<file path="src/rtl/imem_ctrl_pkg.sv">
// Shared types and constants for the instruction-memory loader.
package imem_ctrl_pkg;

    localparam int          INSTR_W         = 32;
    localparam logic [31:0] DEFAULT_BOOT_PC = 32'h0000_0000;

    typedef enum logic [2:0] {
        IDLE,
        LOAD,
        DRAIN,
        RUN,
        ERR
    } state_e;

endpackage

</file>
<file path="src/rtl/imem_wr_stage.sv">
// Registered write port: one cycle between an accepted word and the memory write strobe.
module imem_wr_stage
    import imem_ctrl_pkg::*;
(
    input  logic               clk,
    input  logic               rst_n,
    input  logic               wr_en,
    input  logic [31:0]        wr_addr,
    input  logic [INSTR_W-1:0] wr_data,
    output logic               imem_we,
    output logic [31:0]        imem_waddr,
    output logic [INSTR_W-1:0] imem_wdata
);

    logic               we_q, we_d;
    logic [31:0]        addr_q, addr_d;
    logic [INSTR_W-1:0] data_q, data_d;

    always_comb begin
        we_d   = wr_en;
        addr_d = wr_en ? wr_addr : addr_q;
        data_d = wr_en ? wr_data : data_q;
    end

    always_ff @(posedge clk or negedge rst_n) begin
        if (!rst_n) begin
            we_q   <= 1'b0;
            addr_q <= '0;
            data_q <= '0;
        end else begin
            we_q   <= we_d;
            addr_q <= addr_d;
            data_q <= data_d;
        end
    end

    assign imem_we    = we_q;
    assign imem_waddr = addr_q;
    assign imem_wdata = data_q;

endmodule

</file>
<file path="src/rtl/imem_load_ctrl.sv">
// Boot/reprogram loader: streams words into instruction memory, holds the core
// while loading, then forwards fetch addresses and flags read-data validity.
//
// state | meaning
// IDLE  | after reset, core held, waiting for load_start
// LOAD  | accepting stream words, one write per handshake
// DRAIN | final write lands, core still held
// RUN   | core executing, fetch addresses forwarded
// ERR   | stream overflowed memory, core held until load_start
module imem_load_ctrl
    import imem_ctrl_pkg::*;
#(
    parameter int          MEMORY_SIZE = 64,
    parameter logic [31:0] BOOT_PC     = DEFAULT_BOOT_PC,
    localparam int         CNT_W       = $clog2(MEMORY_SIZE) + 1
) (
    input  logic               clk,
    input  logic               reset,
    input  logic               load_start,
    input  logic               load_valid,
    input  logic [INSTR_W-1:0] load_data,
    input  logic               load_last,
    output logic               load_ready,
    input  logic               fetch_req,
    input  logic [31:0]        fetch_addr,
    output logic               fetch_valid,
    output logic               fetch_misalign,
    output logic               core_run,
    output logic               imem_we,
    output logic [31:0]        imem_waddr,
    output logic [INSTR_W-1:0] imem_wdata,
    output logic [31:0]        imem_raddr,
    output logic [CNT_W-1:0]   load_count,
    output logic               load_error
);

    localparam logic [CNT_W-1:0] MEM_WORDS = CNT_W'(MEMORY_SIZE);

    state_e           state_q, state_d;
    logic [CNT_W-1:0] count_q, count_d;
    logic             error_q, error_d;
    logic             fvalid_q, fvalid_d;
    logic             misalign_q, misalign_d;
    logic             handshake;
    logic             grant;

    assign core_run = (state_q == RUN);

    always_comb begin
        state_d    = state_q;
        count_d    = count_q;
        error_d    = error_q;
        // load_start takes priority over a word offered in the same cycle
        load_ready = (state_q == LOAD) && (count_q < MEM_WORDS) && !load_start;
        handshake  = load_valid && load_ready;
        grant      = fetch_req && core_run;
        fvalid_d   = grant;
        misalign_d = grant ? (fetch_addr[1:0] != 2'b00) : misalign_q;

        if (load_start) begin
            state_d = LOAD;
            count_d = '0;
            error_d = 1'b0;
        end else begin
            case (state_q)
                LOAD: begin
                    if (handshake) begin
                        count_d = count_q + CNT_W'(1);
                        if (load_last) state_d = DRAIN;
                    end else if (load_valid && (count_q == MEM_WORDS)) begin
                        state_d = ERR;
                        error_d = 1'b1;
                    end
                end
                DRAIN:   state_d = RUN;
                default: state_d = state_q;
            endcase
        end
    end

    always_ff @(posedge clk or negedge reset) begin
        if (!reset) begin
            state_q    <= IDLE;
            count_q    <= '0;
            error_q    <= 1'b0;
            fvalid_q   <= 1'b0;
            misalign_q <= 1'b0;
        end else begin
            state_q    <= state_d;
            count_q    <= count_d;
            error_q    <= error_d;
            fvalid_q   <= fvalid_d;
            misalign_q <= misalign_d;
        end
    end

    imem_wr_stage u_wr_stage (
        .clk        (clk),
        .rst_n      (reset),
        .wr_en      (handshake),
        .wr_addr    ({{(32-CNT_W){1'b0}}, count_q}),
        .wr_data    (load_data),
        .imem_we    (imem_we),
        .imem_waddr (imem_waddr),
        .imem_wdata (imem_wdata)
    );

    assign imem_raddr     = core_run ? fetch_addr : BOOT_PC;
    assign fetch_valid    = fvalid_q;
    assign fetch_misalign = misalign_q;
    assign load_count     = count_q;
    assign load_error     = error_q;

endmodule
</file>
<file path="config.mk">
export PLATFORM = sky130hd
export DESIGN_NAME = imem_load_ctrl
export DESIGN_NICKNAME = d
export VERILOG_FILES = /design/src/rtl/imem_ctrl_pkg.sv /design/src/rtl/imem_wr_stage.sv /design/src/rtl/imem_load_ctrl.sv
export SDC_FILE = /design/constraint.sdc
export NUM_CORES = 1
export LEC_CHECK = 0
export ABC_AREA = 1
export BUFFER_PORTS_ARGS = -buffer_cell sky130_fd_sc_hd__buf_2
export CAP_MARGIN = 20
export CORE_ASPECT_RATIO = 1.4
export CORE_UTILIZATION = 35
export CTS_CLUSTER_DIAMETER = 200
export DETAILED_ROUTE_END_ITERATION = 8
export GPL_TIMING_DRIVEN = 0
export HOLD_SLACK_MARGIN = 0.06
export PLACE_DENSITY = 0.71
export SYNTH_ARGS = -nofsm -noshare
export SYNTH_HDL_FRONTEND = slang
export SYNTH_SLANG_ARGS = --single-unit
</file>
<file path="constraint.sdc">
create_clock -name clk -period 1.74 [get_ports clk]
set_clock_uncertainty 0.1 [all_clocks]
set_input_delay 0.087 -clock clk [delete_from_list [all_inputs] [get_ports clk]]
set_output_delay 0.087 -clock clk [all_outputs]
set_load 0.02 [all_outputs]
</file>
After elaboration in Yosys (flattened, before gate mapping)
Index checks and enable logic that the tools add are counted.
- bits in registers: 53
- memories kept: 0
- ROM bits: 0
- bits in latches: 0
- RAM bits: 0
- word-level logic and storage cells: 44
- bitwise gates (word level): 0
- shifts and indexed selects: 0
- eq/ne operators: 7
- add/sub/neg operators: 1
- muxes and demuxes: 13
- divide/modulo/power cells: 0
- reduce and logical (&&, ||, !) cells: 14
- magnitude comparators: 1
- $mul: 0
- operator list (kind ; number):
    32-bit 2-to-1 mux ; 1
    7-bit 2-to-1 mux ; 3
    3-bit 2-to-1 mux ; 4
    2-bit nonzero test ; 4
    7-bit by 1-bit adder with 7-bit output, second input constant ; 1
    7-bit == test, second input constant ; 1
    7-bit < comparator, second input constant ; 1
    3-bit by 2-bit == test with 1-bit output, second input constant ; 2
    3-bit case mux with 2 select lines ; 1
    3-bit AND reduction ; 2
    1-bit logical AND ; 5
    1-bit 2-to-1 mux ; 4
    4-bit by 2-bit != test with 1-bit output, second input constant ; 1
    4-bit != test, second input constant ; 1
    3-bit by 1-bit == test with 1-bit output, second input constant ; 1
    3-bit nonzero test ; 1
    2-bit != test, second input constant ; 1
    2-bit AND reduction ; 1
    1-bit zero test ; 1

Logic depth before layout (Yosys ltp)
- word-level depth: 7
- mapped depth: 9
- gate-level depth less buffers: 9

By module
Synthesis repeated with hierarchy kept, for this count alone.
- cells, all modules: 440
- area total of the unflattened synthesis: 3508.4 um^2
- by module, submodules not included (module ; seq. area each (um^2) ; cells an instance ; area each (um^2) ; instances):
    imem_wr_stage ; 1626.6 ; 271 ; 2471.1 ; 1
    imem_load_ctrl ; 325.3 ; 169 ; 1037.2 ; 1

Worst setup path after synthesis
OpenSTA, ideal clock, no wires.
- kind: register to register
- start: reg count_q[0] (netlist: load_count[0])
- end: reg state_q[1]
- clock period less this slack: 1.434 ns
- arrival time: 1.217 ns
- slack: 0.306 ns
- stages on the path, launching flop included: 10
- setup time: 0.117 ns
- cell sequence: dfrtp_1 -> inv_1 -> ha_1 -> nand2_1 -> nor2_1 -> nand2_1 -> nand3_1 -> nand3_1 -> nand2_1 -> nand2_1
- cells in the longest elaborated chain, start to end: 7
- ends and longest elaborated chain (what ; RTL line ; text):
    start: declaration ; imem_load_ctrl.sv:40 ; logic [CNT_W-1:0] count_q, count_d;
    start signal: assignment ; imem_load_ctrl.sv:90 ; count_q <= count_d;
    7-bit < comparator ; imem_load_ctrl.sv:54 ; load_ready = (state_q == LOAD) && (count_q < MEM_WORDS) && !load_start;
    1-bit logical AND (2 in a row) ; imem_load_ctrl.sv:54 ;
    1-bit logical AND ; imem_load_ctrl.sv:55 ; handshake = load_valid && load_ready;
    3-bit 2-to-1 mux ; imem_load_ctrl.sv:67 ; if (handshake) begin
    3-bit case mux with 2 select lines ; imem_load_ctrl.sv:65 ; case (state_q)
    3-bit 2-to-1 mux ; imem_load_ctrl.sv:60 ; if (load_start) begin
    end signal: assignment ; imem_load_ctrl.sv:89 ; state_q <= state_d;
    end: declaration ; imem_load_ctrl.sv:39 ; state_e state_q, state_d;
Several ways; a longest one is shown, not always the timed one.
A chain may end at the register's enable or synchronous reset.

Worst setup path in the final report
- start: reg state_q[0]
- end: out imem_raddr[3]
- cells in the longest elaborated chain, start to end: 2
- ends and longest elaborated chain (what ; RTL line ; text):
    3-bit by 2-bit == test with 1-bit output ; imem_load_ctrl.sv:47 ; assign core_run = (state_q == RUN);
    32-bit 2-to-1 mux ; imem_load_ctrl.sv:108 ; assign imem_raddr = core_run ? fetch_addr : BOOT_PC;
    end: declaration ; imem_load_ctrl.sv:32 ; output logic [31:0] imem_raddr,
Every way passes these cells.

==> flow_summary.yaml <==
setup_path:
  crit_type: "register to output port"
  required_ps: 1550
  end_kind: "output port"
  worstPathArrival_ps: 1450
  crit_path_max_fanout: 10
  startpoint_type: "register"
final_layout:
  syn_to_final_growth_pct: 58.3
  drive_gt1_frac: 0.360
  final_nets: 646
  final_util: 0.571
  antenna_cells: 0
  n_fill_cell: 651
  instances_no_fill: 672
yosys:
  ys_types: 20
  yosysSeqAreaShare: 0.499
  ys_seq_elements: 53
  synth_top_area_frac: 0.499
  postSynthAreaPerCell_um2: 7.55
  yosys.area.top_type: "dfrtp_1"
  yosysWarnings: 0
  synthTopCellsByArea: "dfrtp_1 50%, nand2_1 18%, buf_4 7.1%"
  netlist_area_um2: 2660
  synthCells: 352
floorplanning:
  rows: 37
  io_pins: 179
  coreArea_um2: 7360
  die_x_um: 75.6
  initial_utilization: 0.361
  die_area_um2: 7950
  fp.dieH_um: 105
outcome:
  status: "finished, final reports clean"
placed_design:
  place_congestion: 0.844
  port_buffers: 152
  placed_cells: 626
  hpwl_um: 5200
hold_path:
  hp-class: "input pin to register"
sta:
  fin_crit_sh: 0.942
  clock.fmax_mhz: 610
  setup_tns_ps: 0
  slew_viol_final: 0
  min_period_ps: 1640
  setup_violations: 0
  finalHoldViolations: 0
  rsz0062_at_grt: "no"
power:
  ir_drop_v: 0.000814
  powerDensity_nw_per_um2: 1160
  power.leakage_nw: 2.63
  power.total_w: 0.00487
routing:
  drt_first_iter_violations: 55
  drc: 0
  routed_wl_um: 7440
  drt-vias-per-instance: 4.24
  firstDrtPassIters: 5
  dr_total_vias: 2849
  wl_per_cell_um: 11.1
  final_antenna_net_count: 0
clock_network:
  clock-sinks: 53
  cts_root_buf: "clkbuf_8"
  htreeDepth: 2
  path_clk_slew_ps: 90
  cts_buffers: 5
  cts_tree: "built"
  clk-insertion-delay-late_ps: 310
  cts_buffer_depth: 2
global_routing:
  grt_max_degree: 36
  grt_pass1_wl_um: 11200
  grt.total_usage: 0.185
  grt.overflow.total: 0
  antenna_found_initial: 0
  first_global_vias: 2653
run:
  cap_violations: 0
## placed cells by master (no fill, tap or decap), types with 2 or more instances in the layout
cell type      synthesis  layout
buf_4                 25      43
nand2_1              126     125
clkbuf_1               7       4
inv_2                  1       2
buf_2                  3     140
nor2_1                47      42
o21ai_0                8       8
dfrtp_1               53      53
dlygate4sd3_1          0      37
nor3_1                 5       5
inv_1                 49      48
buf_6                  3       4
conb_1                 1      25
a21oi_1                5       5
clkbuf_8               0       7
ha_1                   2       2
nand3_1               12      12
nor2_4                 1       2
nor2_2                 1       5
## what timing repair did
item / 4_1_cts / 5_1_grt
gates resized for setup: 8 / 27
hold buffers: 37 / 0
buffers inserted: 0 / 1
setup endpoints to repair: 30 / 27
pin swaps: 0 / 1
hold endpoints to repair: 91 / 0
## worst max-delay path, stage by stage (launching register included)
cell	delay, ps
dfrtp_1	400
inv_2	70
nor2_4	160
nand2_4	90
buf_4	170
nor2_1	100
buf_4	150
## report_power, final
part,internal [W],switching [W],leakage [nW]
combinational,0.000789,0.00139,1.89
sequential,0.00168,0.000265,0.681
clock,0.000360,0.000397,0.0542
## state kept, by name, summed over array words and instances (netlist names)
signal / cells
u_wr_stage.imem_wdata: 32
load_count: 7
u_wr_stage.imem_waddr: 7
state_q: 3
fetch_misalign: 1
fetch_valid: 1
load_error: 1
u_wr_stage.imem_we: 1
## area by class of cell
class / count / area (µm²) / area share
clock inverters: 1 / 5.00 / 0.00119
flip-flops and latches: 53 / 1330 / 0.315
well taps: 97 / 121 / 0.0289
repair buffers: 191 / 1200 / 0.284
inverters: 50 / 188 / 0.0446
plain buffers: 38 / 278 / 0.0660
multi-input cells: 235 / 996 / 0.237
clock buffers: 7 / 96.3 / 0.0229
## metal layers
layer	vias to the layer above	wire length (µm)	GRT usage
met1	1260	2650	0.167
met3	18	577	0.0473
li1	1426	-	-
met5	-	0	0
met4	0	187	0.0860
met2	145	4030	0.357
## worst paths after layout
check                                                          start                                    end  slack, ps  cells past startpoint
worst max-delay path                          state_q[0]$_DFFE_PN0P_                          imem_raddr[3]        100                      6
worst min-delay path                                       load_last                 state_q[1]$_DFFE_PN0P_         70                      5
worst max register to register                state_q[0]$_DFFE_PN0P_  u_wr_stage.imem_wdata[23]$_DFFE_PN0P_        190                      8
worst min register to register  u_wr_stage.imem_waddr[6]$_DFFE_PN0P_   u_wr_stage.imem_waddr[6]$_DFFE_PN0P_        370                      2
max in group asynchronous                                      reset  u_wr_stage.imem_wdata[28]$_DFFE_PN0P_        840                      3
min in group asynchronous                                      reset              load_count[5]$_DFFE_PN0P_        160                      2
## synth_stat cells
cell type,count
o21a_1,1
nand4_1,1
conb_1,1
buf_2,3
o21ai_0,8
nand2_1,126
nor2_1,47
ha_1,2
inv_2,1
buf_6,3
buf_4,25
inv_1,49
nor2_4,1
nand3_1,12
nor2_2,1
clkbuf_1,7
nor3_1,5
nand4_4,1
a21oi_1,5
dfrtp_1,53
## metrics by stage
| step | hold slack (ps) | cell area, µm² | setup WS [ps] |
|---|---|---|---|
| final | 74.1 | 4210 | 101 |
| after global routing | 114 | 4210 | 2.49 |
| after CTS | 65.7 | 4140 | 24.2 |
| after detailed placement | -31.7 | 3650 | 147 |
| after global placement | 180 | 3630 | 178 |
| after floorplan | -309 | 2750 | 306 |
## logic make-up after synthesis
logic type	share of synthesized area
simple gates	0.293
buf+inv	0.169
flops	0.499
compound gates	0.0273
fa+ha+maj	0.00941
other cells	0.00141
Power figures use the tool's default switching activity.
